File: src/rtl/node_eval.sv
// node_eval: evaluates one oblique decision-tree node per pass over a held
// sample. Each node is a dot product of the sample features with streamed
// coefficients, plus a bias. The sign of that sum selects the child.
// The sample stays latched across nodes until path_done ends the walk.
module node_eval #(
  parameter int FEATURES          = 3,
  parameter int FEATURE_BIT_DEPTH = 8,
  parameter int COEFF_BIT_DEPTH   = 4,
  parameter int BIAS_BIT_DEPTH    = 10,
  localparam int ACC_W = FEATURE_BIT_DEPTH + COEFF_BIT_DEPTH + $clog2(FEATURES) + 1
) (
  input  logic                                  clk,
  input  logic                                  reset,
  input  logic [FEATURES*FEATURE_BIT_DEPTH-1:0] sample,
  input  logic                                  sample_valid,
  output logic                                  sample_ready,
  input  logic [COEFF_BIT_DEPTH-1:0]            coeff,
  input  logic                                  is_one,
  input  logic [BIAS_BIT_DEPTH-1:0]             bias,
  input  logic                                  term_valid,
  input  logic                                  path_done,
  output logic                                  child_direction,
  output logic                                  dir_valid,
  output logic [ACC_W-1:0]                      result,
  output logic                                  protocol_error
);

  localparam int FW    = FEATURE_BIT_DEPTH;
  localparam int CW    = COEFF_BIT_DEPTH;
  localparam int BW    = BIAS_BIT_DEPTH;
  localparam int PW    = FW + CW;
  localparam int SW    = FEATURES * FW;
  localparam int CNT_W = (FEATURES > 1) ? $clog2(FEATURES) : 1;
  localparam logic [CNT_W-1:0] LAST_TERM = CNT_W'(FEATURES - 1);

  typedef enum logic [1:0] {IDLE, ACCUM, DECIDE} state_t;

  // Reset: asserts immediately, releases two edges later so the first
  // active edge after release always starts from IDLE.
  logic [1:0] rst_sync_q;
  logic       rst_n;

  // Reset release synchroniser.
  always_ff @(posedge clk or negedge reset) begin
    if (!reset) rst_sync_q <= 2'b00;
    else        rst_sync_q <= {rst_sync_q[0], 1'b1};
  end

  assign rst_n = rst_sync_q[1];

  state_t                   state_q, state_d;
  logic [SW-1:0]            sample_q, sample_d;
  logic signed [ACC_W-1:0]  acc_q, acc_d;
  logic signed [ACC_W-1:0]  bias_q, bias_d;
  logic [CNT_W-1:0]         cnt_q, cnt_d;
  logic                     ready_q, ready_d;
  logic                     dir_q, dir_d;
  logic                     dvalid_q, dvalid_d;
  logic [ACC_W-1:0]         result_q, result_d;
  logic                     perr_q, perr_d;

  // Unpack the held sample into one signed word per feature.
  logic signed [FW-1:0] feat [FEATURES];

  genvar gi;
  generate
    for (gi = 0; gi < FEATURES; gi++) begin : g_feat
      assign feat[gi] = sample_q[gi*FW +: FW];
    end
  endgenerate

  // Term datapath: term k walks the features from the top index down.
  logic [CNT_W-1:0]        feat_idx;
  logic signed [FW-1:0]    feat_sel;
  logic signed [CW-1:0]    coeff_s;
  logic signed [PW-1:0]    prod;
  logic signed [ACC_W-1:0] term_val;
  logic signed [ACC_W-1:0] bias_ext;
  logic signed [ACC_W-1:0] bias_eff;
  logic signed [ACC_W-1:0] acc_new;
  logic signed [ACC_W-1:0] node_sum;

  // Compute the current term, the running sum and the finished node sum.
  always_comb begin
    feat_idx = LAST_TERM - cnt_q;
    feat_sel = feat[feat_idx];
    coeff_s  = coeff;
    prod     = feat_sel * coeff_s;
    if (is_one) term_val = {{(ACC_W-FW){feat_sel[FW-1]}}, feat_sel};
    else        term_val = {{(ACC_W-PW){prod[PW-1]}}, prod};
    bias_ext = {{(ACC_W-BW){bias[BW-1]}}, bias};
    // With a single-term node the bias has not been latched yet.
    bias_eff = (cnt_q == '0) ? bias_ext : bias_q;
    acc_new  = acc_q + term_val;
    node_sum = acc_new + bias_eff;
  end

  // Next-state logic: sample capture, term accumulation and node decision.
  // The decision is registered on the edge that accepts the last term, so
  // the DECIDE cycle is the cycle in which dir_valid is high.
  always_comb begin
    state_d  = state_q;
    sample_d = sample_q;
    acc_d    = acc_q;
    bias_d   = bias_q;
    cnt_d    = cnt_q;
    ready_d  = ready_q;
    dir_d    = dir_q;
    dvalid_d = 1'b0;
    result_d = result_q;
    perr_d   = perr_q;
    case (state_q)
      IDLE: begin
        if (term_valid) perr_d = 1'b1;
        if (sample_valid) begin
          sample_d = sample;
          acc_d    = '0;
          cnt_d    = '0;
          ready_d  = 1'b0;
          state_d  = ACCUM;
        end
      end
      ACCUM: begin
        if (path_done) begin
          acc_d   = '0;
          cnt_d   = '0;
          ready_d = 1'b1;
          state_d = IDLE;
        end else if (term_valid) begin
          if (cnt_q == '0) bias_d = bias_ext;
          if (cnt_q == LAST_TERM) begin
            result_d = node_sum;
            dir_d    = ~node_sum[ACC_W-1];
            dvalid_d = 1'b1;
            acc_d    = '0;
            cnt_d    = '0;
            state_d  = DECIDE;
          end else begin
            acc_d = acc_new;
            cnt_d = cnt_q + CNT_W'(1);
          end
        end
      end
      DECIDE: begin
        // The decision pulse is already on the outputs; path_done here only
        // ends the walk.
        if (term_valid) perr_d = 1'b1;
        if (path_done) begin
          ready_d = 1'b1;
          state_d = IDLE;
        end else begin
          state_d = ACCUM;
        end
      end
      default: begin
        ready_d = 1'b1;
        state_d = IDLE;
      end
    endcase
  end

  // State and output registers.
  always_ff @(posedge clk or negedge rst_n) begin
    if (!rst_n) begin
      state_q  <= IDLE;
      sample_q <= '0;
      acc_q    <= '0;
      bias_q   <= '0;
      cnt_q    <= '0;
      ready_q  <= 1'b1;
      dir_q    <= 1'b0;
      dvalid_q <= 1'b0;
      result_q <= '0;
      perr_q   <= 1'b0;
    end else begin
      state_q  <= state_d;
      sample_q <= sample_d;
      acc_q    <= acc_d;
      bias_q   <= bias_d;
      cnt_q    <= cnt_d;
      ready_q  <= ready_d;
      dir_q    <= dir_d;
      dvalid_q <= dvalid_d;
      result_q <= result_d;
      perr_q   <= perr_d;
    end
  end

  assign sample_ready    = ready_q;
  assign child_direction = dir_q;
  assign dir_valid       = dvalid_q;
  assign result          = result_q;
  assign protocol_error  = perr_q;

endmodule
File: config.mk
export PLATFORM = sky130hd
export DESIGN_NAME = node_eval
export DESIGN_NICKNAME = d
export VERILOG_FILES = /design/src/rtl/node_eval.sv
export SDC_FILE = /design/constraint.sdc
export NUM_CORES = 1
export LEC_CHECK = 0
export ABC_AREA = 1
export BUFFER_PORTS_ARGS = -buffer_cell sky130_fd_sc_hd__buf_2
export CAP_MARGIN = 20
export CORE_MARGIN = 2
export CORE_UTILIZATION = 35
export CTS_BUF_LIST = sky130_fd_sc_hd__clkbuf_2
export DETAILED_ROUTE_END_ITERATION = 10
export GPL_TIMING_DRIVEN = 0
export PLACE_DENSITY = 0.5
export SLEW_MARGIN = 20
export SYNTH_ARGS = -nofsm -noshare
export SYNTH_HDL_FRONTEND = slang
export SYNTH_SLANG_ARGS = --single-unit
File: constraint.sdc
create_clock -name clk -period 7.3 [get_ports clk]
set_clock_uncertainty 0.1 [all_clocks]
set_input_delay 0.365 -clock clk [delete_from_list [all_inputs] [get_ports clk]]
set_output_delay 0.365 -clock clk [all_outputs]
set_load 0.02 [all_outputs]
* Word-level counts from Yosys, hierarchy flattened
Index checks and enable logic that the tools add are counted. W data, S select, Z words.
Word-level totals: bits in read-only memories 0, memories 0, register bits 79, bits in writable memories 0, logic and storage cells 67, bits in latches 0
Operators by class: $lt $le $gt $ge 1, mux-type cells 28, add/subtract/negate cells 4, reduce and logical (&&, ||, !) cells 12, multipliers 1, shift-type cells 0, bitwise operators 3, equality and inequality tests 7, div/mod/pow operators 0
Operators by type and width (number):
- $mux W15 | 6
- $add A15 B15 Y15 | 2
- $pmux W15 S2 | 1
- $bmux W8 S2 | 1
- $mux W2 | 8
- $mux W8 | 2
- $mul A8 B4 Y12 | 1
- $reduce_and A3 Y1 | 3
- $mux W1 | 7
- $ne A3 B3 Y1 const B | 2
- $pmux W2 S3 | 1
- $reduce_and A2 Y1 | 3
- $eq A2 B2 Y1 const B | 2
- $logic_not A2 Y1 | 2
- $pmux W2 S2 | 1
- $reduce_and A4 Y1 | 1
- $reduce_or A2 Y1 | 2
- $ge A3 B3 Y1 const B | 1
- $not A2 Y3 | 1
- $add A2 B1 Y2 const B | 1
- $eq A2 B1 Y1 const B | 1
- $ne A2 B1 Y1 const B | 1
- $ne A2 B2 Y1 const B | 1
- $not A1 Y1 | 2
- 3 further kinds | 3

* Logic depth before layout (Yosys ltp)
Gate-level depths: netlist of the first run.
depth after elaboration 12, depth in mapped cells 46, depth with buffers taken out 44

* Worst setup path before layout of the first run
No wires, ideal clock.
path kind register to register, start point reg cnt_q[0], end point reg dir_q (netlist: child_direction), setup time 117 ps, buffers on the path 2, path slack 584 ps, data arrival time 6499 ps, stages on the path, launching flop included 38, data required time 7083 ps, path through dfrtp_1 -> buf_6 -> inv_6 -> ha_1 -> buf_8 -> o21ai_0 -> a2bb2oi_1 -> nand2_1 -> fa_1 -> fa_1 -> fa_1 -> inv_1 -> ha_1 -> inv_1 -> fa_1 -> nand3b_1 -> nand2_1 -> a21oi_1 -> [2 not listed] -> a21oi_1 -> ha_1 -> a21o_1 -> a21oi_1 -> o21ai_1 -> xnor2_1 -> inv_1 -> ha_1 -> inv_1 -> nor3_1 -> nand3_1 -> a21o_1 -> nand2_1 -> inv_1 -> nand3_2 -> nand2_1 -> nand2_1 -> nand2_1
Between the ends: longest elaborated chain between the ends 10, elaborated cells on any way between the ends 14
Ends and longest elaborated chain:
- from (decl) | RTL line 55 | logic [CNT_W-1:0] cnt_q, cnt_d;
- from (signal assigned) | RTL line 180 | cnt_q <= cnt_d;
- $sub A2 B2 Y2 | RTL line 85 | feat_idx = LAST_TERM - cnt_q;
- $not A2 Y3 (not written as such) | RTL line 86 | feat_sel = feat[feat_idx];
- $bmux W8 S2 | RTL line 86
- $mux W8 (not written as such) (2 in series) | RTL line 86
- $mul A8 B4 Y12 | RTL line 88 | prod = feat_sel * coeff_s;
- $mux W15 | RTL line 89 | if (is_one) term_val = {{(ACC_W-FW){feat_sel[FW-1]}}, feat_sel};
- $add A15 B15 Y15 | RTL line 94 | acc_new = acc_q + term_val;
- $add A15 B15 Y15 | RTL line 95 | node_sum = acc_new + bias_eff;
- $not A1 Y1 | RTL line 133 | dir_d = ~node_sum[ACC_W-1];
- to (signal assigned) | RTL line 182 | dir_q <= dir_d;
- to (decl) | RTL line 57 | logic dir_q, dir_d;
Several ways; a longest one is shown, not always the timed one. The select of a mux whose other input is x is not followed. A chain may end at the register's enable or synchronous reset.

* Worst setup path in the final report of the first run
Same ends and word-level chain as after synthesis.

==> results.json, run 1 <==
{
  "status": "complete, no violations",
  "timing_hold_violations_final": 0,
  "drt_iter0_markers": 215,
  "grt_pass1_wl_mm": 24.10,
  "dp.final_hpwl_mm": 11.11,
  "critPathSlowestCell": "fa_1",
  "hold_class": "input pin to register",
  "detail-route-antenna-nets": 0,
  "synth_flop_cell": "dfrtp_1",
  "setup_viol": 0,
  "htreeDepth": 3,
  "antenna_found_initial": 0,
  "crit_required_ps": 7700,
  "numPortBuffers": 61,
  "clock-root-buffer": "clkbuf_2",
  "synthCells": 715,
  "first_pass_iters": 4,
  "dieArea_um2": 18040,
  "top_layer_used": "met4",
  "grt_pass1_vias": 5143,
  "hold_end": "sample_ready$_DFFE_PN1P_",
  "die_w_um": 134.3,
  "synth_cell_types": 50,
  "max-cap-violations": 0,
  "syn2layout_area_growth_pct": 18.82,
  "synth_most_common_cell": "nand2_1",
  "rrSetupSlack_ps": 430,
  "min-delay-start": "sample_valid",
  "core_area_um2": 16580,
  "grt_usage_pct": 16.60,
  "grt_overflow": 0,
  "start_util_pct": 35.84,
  "wl_met1_mm": 6.985,
  "r2r_cells": 38,
  "wl_per_cell_um": 13.43,
  "vias_per_cell": 4.763,
  "grt_max_degree": 50,
  "synth_seq_area_share_pct": 33.28,
  "netlist.area_leader.share_pct": 32.84,
  "globalplace.congestion": 0.8445,
  "cts_tree": "yes",
  "routed_wl_mm": 14.05,
  "endpoint_kind": "register",
  "final_util_pct": 42.58,
  "synthTopCellsByCount": "nand2_1 (147), inv_1 (84), dfrtp_1 (78)",
  "ys_top_cells_by_area": "dfrtp_1 (33%), ha_1 (12%), nand2_1 (9.3%), fa_1 (6.4%), inv_1 (5.3%)",
  "die_h_um": 134.3,
  "async_flop_share_pct": 100.0,
  "fin_nets": 942,
  "reg2reg_from": "cnt_q[0]$_DFFE_PN0P_",
  "wl_met2_mm": 6.577,
  "crit_type": "register to register",
  "cts_sinks": 79,
  "min_path_cells": 5,
  "num_antenna_cells": 0,
  "cp.arrival_ps": 7280,
  "worst_slew_pin_slew_ps": 581.4,
  "path_clk_slew_ps": 230,
  "cpPeakStageDelay_ps": 550,
  "max-slew-margin-rel_pct": 60.83,
  "cp-start-kind": "register",
  "drv_slew": 0,
  "synth_nets": 836,
  "r2r-end": "child_direction$_DFFE_PN0P_",
  "fillers": 1718,
  "timing.final.crit_share_pct": 94.17,
  "met3_length_um": 362,
  "cts_made_buffers": 9,
  "synth_area_um2": 5943,
  "synth_edf_count": 0,
  "clock_path_buffers": 2,
  "insertion_delay_ps": 580,
  "ys_ff_latch": 79,
  "setup_tns_ps": 0,
  "max_freq_mhz": 145.5,
  "placed_cells": 997,
  "row_count": 47,
  "yosysWarnings": 0,
  "synth_top_cell_by_area": "dfrtp_1",
  "ios": 63,
  "drive_above_1_share_pct": 20.22,
  "num_vias": 4982,
  "crit_fanout": 12,
  "drc": 0,
  "instances_no_fill": 1046,
  "syn_avg_cell_area_um2": 8.312,
  "fin_crit_ps": 6875
}
==> layout make-up <==
cell class | instances | area (µm²) | share of cell area (%)
Multi-Input combinational cell | 527 | 3607 | 51.08
Buffer | 13 | 86.33 | 1.223
Timing Repair Buffer | 95 | 650.6 | 9.213
Sequential cell | 79 | 1982 | 28.07
Clock buffer | 12 | 60.06 | 0.8505
Tap cell | 220 | 275.3 | 3.898
Clock inverter | 4 | 31.28 | 0.4429
Inverter | 96 | 369.1 | 5.227
==> how the worst max path moves through the flow <==
| stage | startpoint | endpoint | slack (ps) | cells past startpoint |
|---|---|---|---|---|
| after floorplan | cnt_q[0]$_DFFE_PN0P_ | child_direction$_DFFE_PN0P_ | 580 | 37 |
| after global routing | cnt_q[0]$_DFFE_PN0P_ | child_direction$_DFFE_PN0P_ | -20 | 39 |
| after CTS | cnt_q[0]$_DFFE_PN0P_ | child_direction$_DFFE_PN0P_ | 7 | 38 |
| after detailed placement | cnt_q[0]$_DFFE_PN0P_ | child_direction$_DFFE_PN0P_ | -250 | 37 |
| final | cnt_q[0]$_DFFE_PN0P_ | child_direction$_DFFE_PN0P_ | 430 | 38 |
| after global placement | cnt_q[0]$_DFFE_PN0P_ | child_direction$_DFFE_PN0P_ | -170 | 37 |
==> worst max-delay path: cells and delay by family, from the launching register on <==
family	cells	cell delay, ps
xor gates and xnor gates	2	360
DFF	1	430
adders and majority gates	8	2800
AOI/OAI and AO/OA	7	960
buffers and inverters	8	750
and+or+nand+nor	13	1400
==> repair_timing <==
action                                  CTS  global route
pin swaps                                 0            12
cloned                                    0             0
buffers inserted                          1             4
hold buffers                             28             0
endpoints found under the setup margin    2             4
endpoints found under the hold margin    29             0
gates resized for setup                   4            21
==> logic make-up after synthesis <==
kind of cell | Yosys count | share of synthesized area, %
buffers and inverters | 109 | 7.663
AOI/OAI and AO/OA | 148 | 14.00
and+or+nand+nor | 256 | 18.82
other | 1 | 0.06310
DFF | 79 | 33.28
muxes | 22 | 4.168
xor gates and xnor gates | 23 | 3.389
adders and majority gates | 77 | 18.61
==> layout by cell type, fill, tap and decap left out, types with 22 or more instances in the layout <==
| cell type | count |
|---|---|
| nand2_1 | 141 |
| inv_1 | 82 |
| dfrtp_1 | 77 |
| buf_2 | 62 |
| ha_1 | 57 |
| nor2_1 | 53 |
| o21ai_0 | 53 |
| a21oi_1 | 40 |
| dlygate4sd3_1 | 28 |
| nand3_1 | 24 |
| o21ai_1 | 22 |
| mux2_2 | 22 |
==> flip-flops by register name, indices dropped and copies added, names as in the netlist <==
name             cells
sample_q            24
acc_q               15
bias_q              15
result              15
cnt_q                2
rst_sync_q           2
state_q              2
child_direction      1
dir_valid            1
protocol_error       1
sample_ready         1
==> through the flow <==
step           hold slack [ps]  instance area (µm²)  setup WS, ps
3_3_place_gp             50.72                 6524        -173.9
6_report                 65.46                 7062         425.2
3_5_place_dp             54.05                 6555        -246.0
2_1_floorplan           -30.59                 5943         584.1
5_1_grt                  33.99                 7062        -16.71
4_1_cts                  11.43                 6955         7.450
==> layer usage <==
layer  up-vias  global-route usage (%)
met2        63                   27.10
met3        11                   2.872
li1       2547                       -
met4         0                   4.211
met5         -                       0
met1      2361                   22.89
Power of run 1 is left out: the tool's default activity adds up to more than one toggle a clock period on the data nets, which glitch-free logic cannot reach.
==> inputs of run 2 (changes only) <==
--- a/config.mk
+++ b/config.mk
@@ -13,7 +13,7 @@
 export CTS_BUF_LIST = sky130_fd_sc_hd__clkbuf_2
 export DETAILED_ROUTE_END_ITERATION = 10
 export GPL_TIMING_DRIVEN = 0
-export PLACE_DENSITY = 0.5
+export PLACE_DENSITY = 0.52
 export SLEW_MARGIN = 20
 export SYNTH_ARGS = -nofsm -noshare
 export SYNTH_HDL_FRONTEND = slang
==> constraint.sdc (replaced) <==
create_clock -name clk -period 6.3 [get_ports clk]
set_clock_uncertainty 0.1 [all_clocks]
set_input_delay 0.315 -clock clk [delete_from_list [all_inputs] [get_ports clk]]
set_output_delay 0.315 -clock clk [all_outputs]
set_load 0.02 [all_outputs]
==> results.json, run 2 (synthesis gave the netlist of run 1 again) <==
{
  "fin_crit_ps": 6514,
  "regMostFlops": "sample_q",
  "crit_type": "register to register",
  "crit_family": "adder cells",
  "clock_path_buffers": 2,
  "fin_area_um2": 7742,
  "grt_usage_pct": 17.39,
  "drc": 0,
  "cp-start-kind": "register",
  "setup_tns_ps": -584.7,
  "wl_per_cell_um": 14.13,
  "core_area_um2": 16580,
  "largest_register_ffs": 24,
  "fin_nets": 976,
  "hold_class": "input pin to register",
  "endpoint_kind": "register",
  "drive_above_1_share_pct": 29.22,
  "die_h_um": 134.3,
  "worst-path-buf-inv": 7,
  "start_util_pct": 35.84,
  "placed_cells": 997,
  "met3_length_um": 459,
  "detail-route-antenna-nets": 0,
  "drt_iter0_markers": 249,
  "dp.final_hpwl_mm": 11.28,
  "wl_met2_mm": 7.584,
  "reg2reg_from": "cnt_q[0]$_DFFE_PN0P_",
  "crit_fanout": 7,
  "grt_pass1_wl_mm": 25.02,
  "vias_per_cell": 4.866,
  "row_count": 47,
  "dieArea_um2": 18040,
  "timing_hold_violations_final": 0,
  "crit_required_ps": 6690,
  "rrSetupSlack_ps": -210,
  "r2r_cells": 35,
  "top_layer_used": "met4",
  "grt_overflow": 0,
  "max-cap-violations": 0,
  "insertion_delay_ps": 570,
  "num_vias": 5250,
  "first_pass_iters": 7,
  "r2r-end": "result[13]$_DFFE_PN0P_",
  "cts_made_buffers": 9,
  "num_antenna_cells": 0,
  "setup_viol": 3,
  "antenna_found_initial": 0,
  "cp.depth": 35,
  "critPathSlowestCell": "fa_1",
  "min_path_cells": 5,
  "failed_checks": "setup timing",
  "routed_wl_mm": 15.25,
  "cp.arrival_ps": 6910,
  "hold_end": "bias_q[2]$_DFFE_PN0P_",
  "cts_sinks": 79,
  "globalplace.congestion": 0.8500,
  "syn2layout_area_growth_pct": 30.27,
  "max-slew-margin-rel_pct": 60.14,
  "cts_tree": "yes",
  "wl_met1_mm": 6.908,
  "instances_no_fill": 1079,
  "die_w_um": 134.3,
  "ios": 63,
  "rsz0062_at_grt": "true",
  "layout_commonest_cell": "nand2_1",
  "clock-root-buffer": "clkbuf_2",
  "grt_pass1_vias": 5382,
  "dpl_cell_area_um2": 6608,
  "worst_slew_pin_slew_ps": 591.6,
  "htreeDepth": 3,
  "timing.final.crit_share_pct": 103.4,
  "cpPeakStageDelay_ps": 560,
  "path_clk_slew_ps": 240,
  "status": "finished, violations left",
  "grt_max_degree": 50,
  "max_freq_mhz": 153.5,
  "drv_slew": 0,
  "min-delay-start": "bias[2]",
  "setup_ws_ps": -214.0,
  "numPortBuffers": 61,
  "layout_common_cells": "nand2_1 (135), dfrtp_1 (77), inv_1 (76)"
}
## run 2: changes by cell type in the layout (fill, tap and decap cells not counted), sizes merged
cell	delta
buf	+32
clkinvlp	-3
clkinv	+2
dlygate4sd3	+2
bufinv	+1
clkbuf	-1
## run 2: cell type report
type                    count  area (µm²)
inverters                  96       381.6
multi-input cells         527        3970
clock buffers              11       55.05
fillers                  1633        8841
clock inverters             4       56.30
plain buffers              12       75.07
repair buffers            130       947.2
flip-flops and latches     79        1982
well taps                 220       275.3
## run 2: what timing repair did
| item | in CTS | in global routing |
|---|---|---|
| endpoints found under the setup margin | 8 | 10 |
| gates resized for setup | 42 | 55 |
| gates cloned | 0 | 0 |
| buffers inserted | 27 | 11 |
| hold buffers | 30 | 0 |
| endpoints found under the hold margin | 32 | 0 |
| pin swaps | 27 | 33 |
## run 2: through the flow
stage               util [%]  hold slack [ps]  setup slack (ps)
CTS                    44.53            7.599            -265.6
floorplan                  -           -80.59             16.34
global route           46.69            26.53            -582.7
finish                 46.69            35.43            -214.0
detailed placement     39.84            2.443            -761.6
global placement       39.66           0.5075            -757.9
## run 2: worst max-delay path by stage
stage	to	start	slack (ps)
2_1_floorplan	child_direction$_DFFE_PN0P_	cnt_q[0]$_DFFE_PN0P_	20
3_3_place_gp	child_direction$_DFFE_PN0P_	cnt_q[0]$_DFFE_PN0P_	-760
3_5_place_dp	child_direction$_DFFE_PN0P_	cnt_q[0]$_DFFE_PN0P_	-760
4_1_cts	child_direction$_DFFE_PN0P_	cnt_q[0]$_DFFE_PN0P_	-270
5_1_grt	child_direction$_DFFE_PN0P_	cnt_q[0]$_DFFE_PN0P_	-580
6_report	result[13]$_DFFE_PN0P_	cnt_q[0]$_DFFE_PN0P_	-210
## run 2: tightest hold or removal path: stages
cell	delay, ps
buf_2	70
nand2_1	60
o21ai_0	120
nand2_1	60
o21ai_0	60
## run 2: routing by layer
metal | track usage, % | vias up
li1 | - | 2612
met1 | 21.79 | 2506
met2 | 30.10 | 104
met3 | 3.288 | 28
met4 | 5.789 | 0
met5 | 0 | -
Power of run 2 is left out for the same reason.
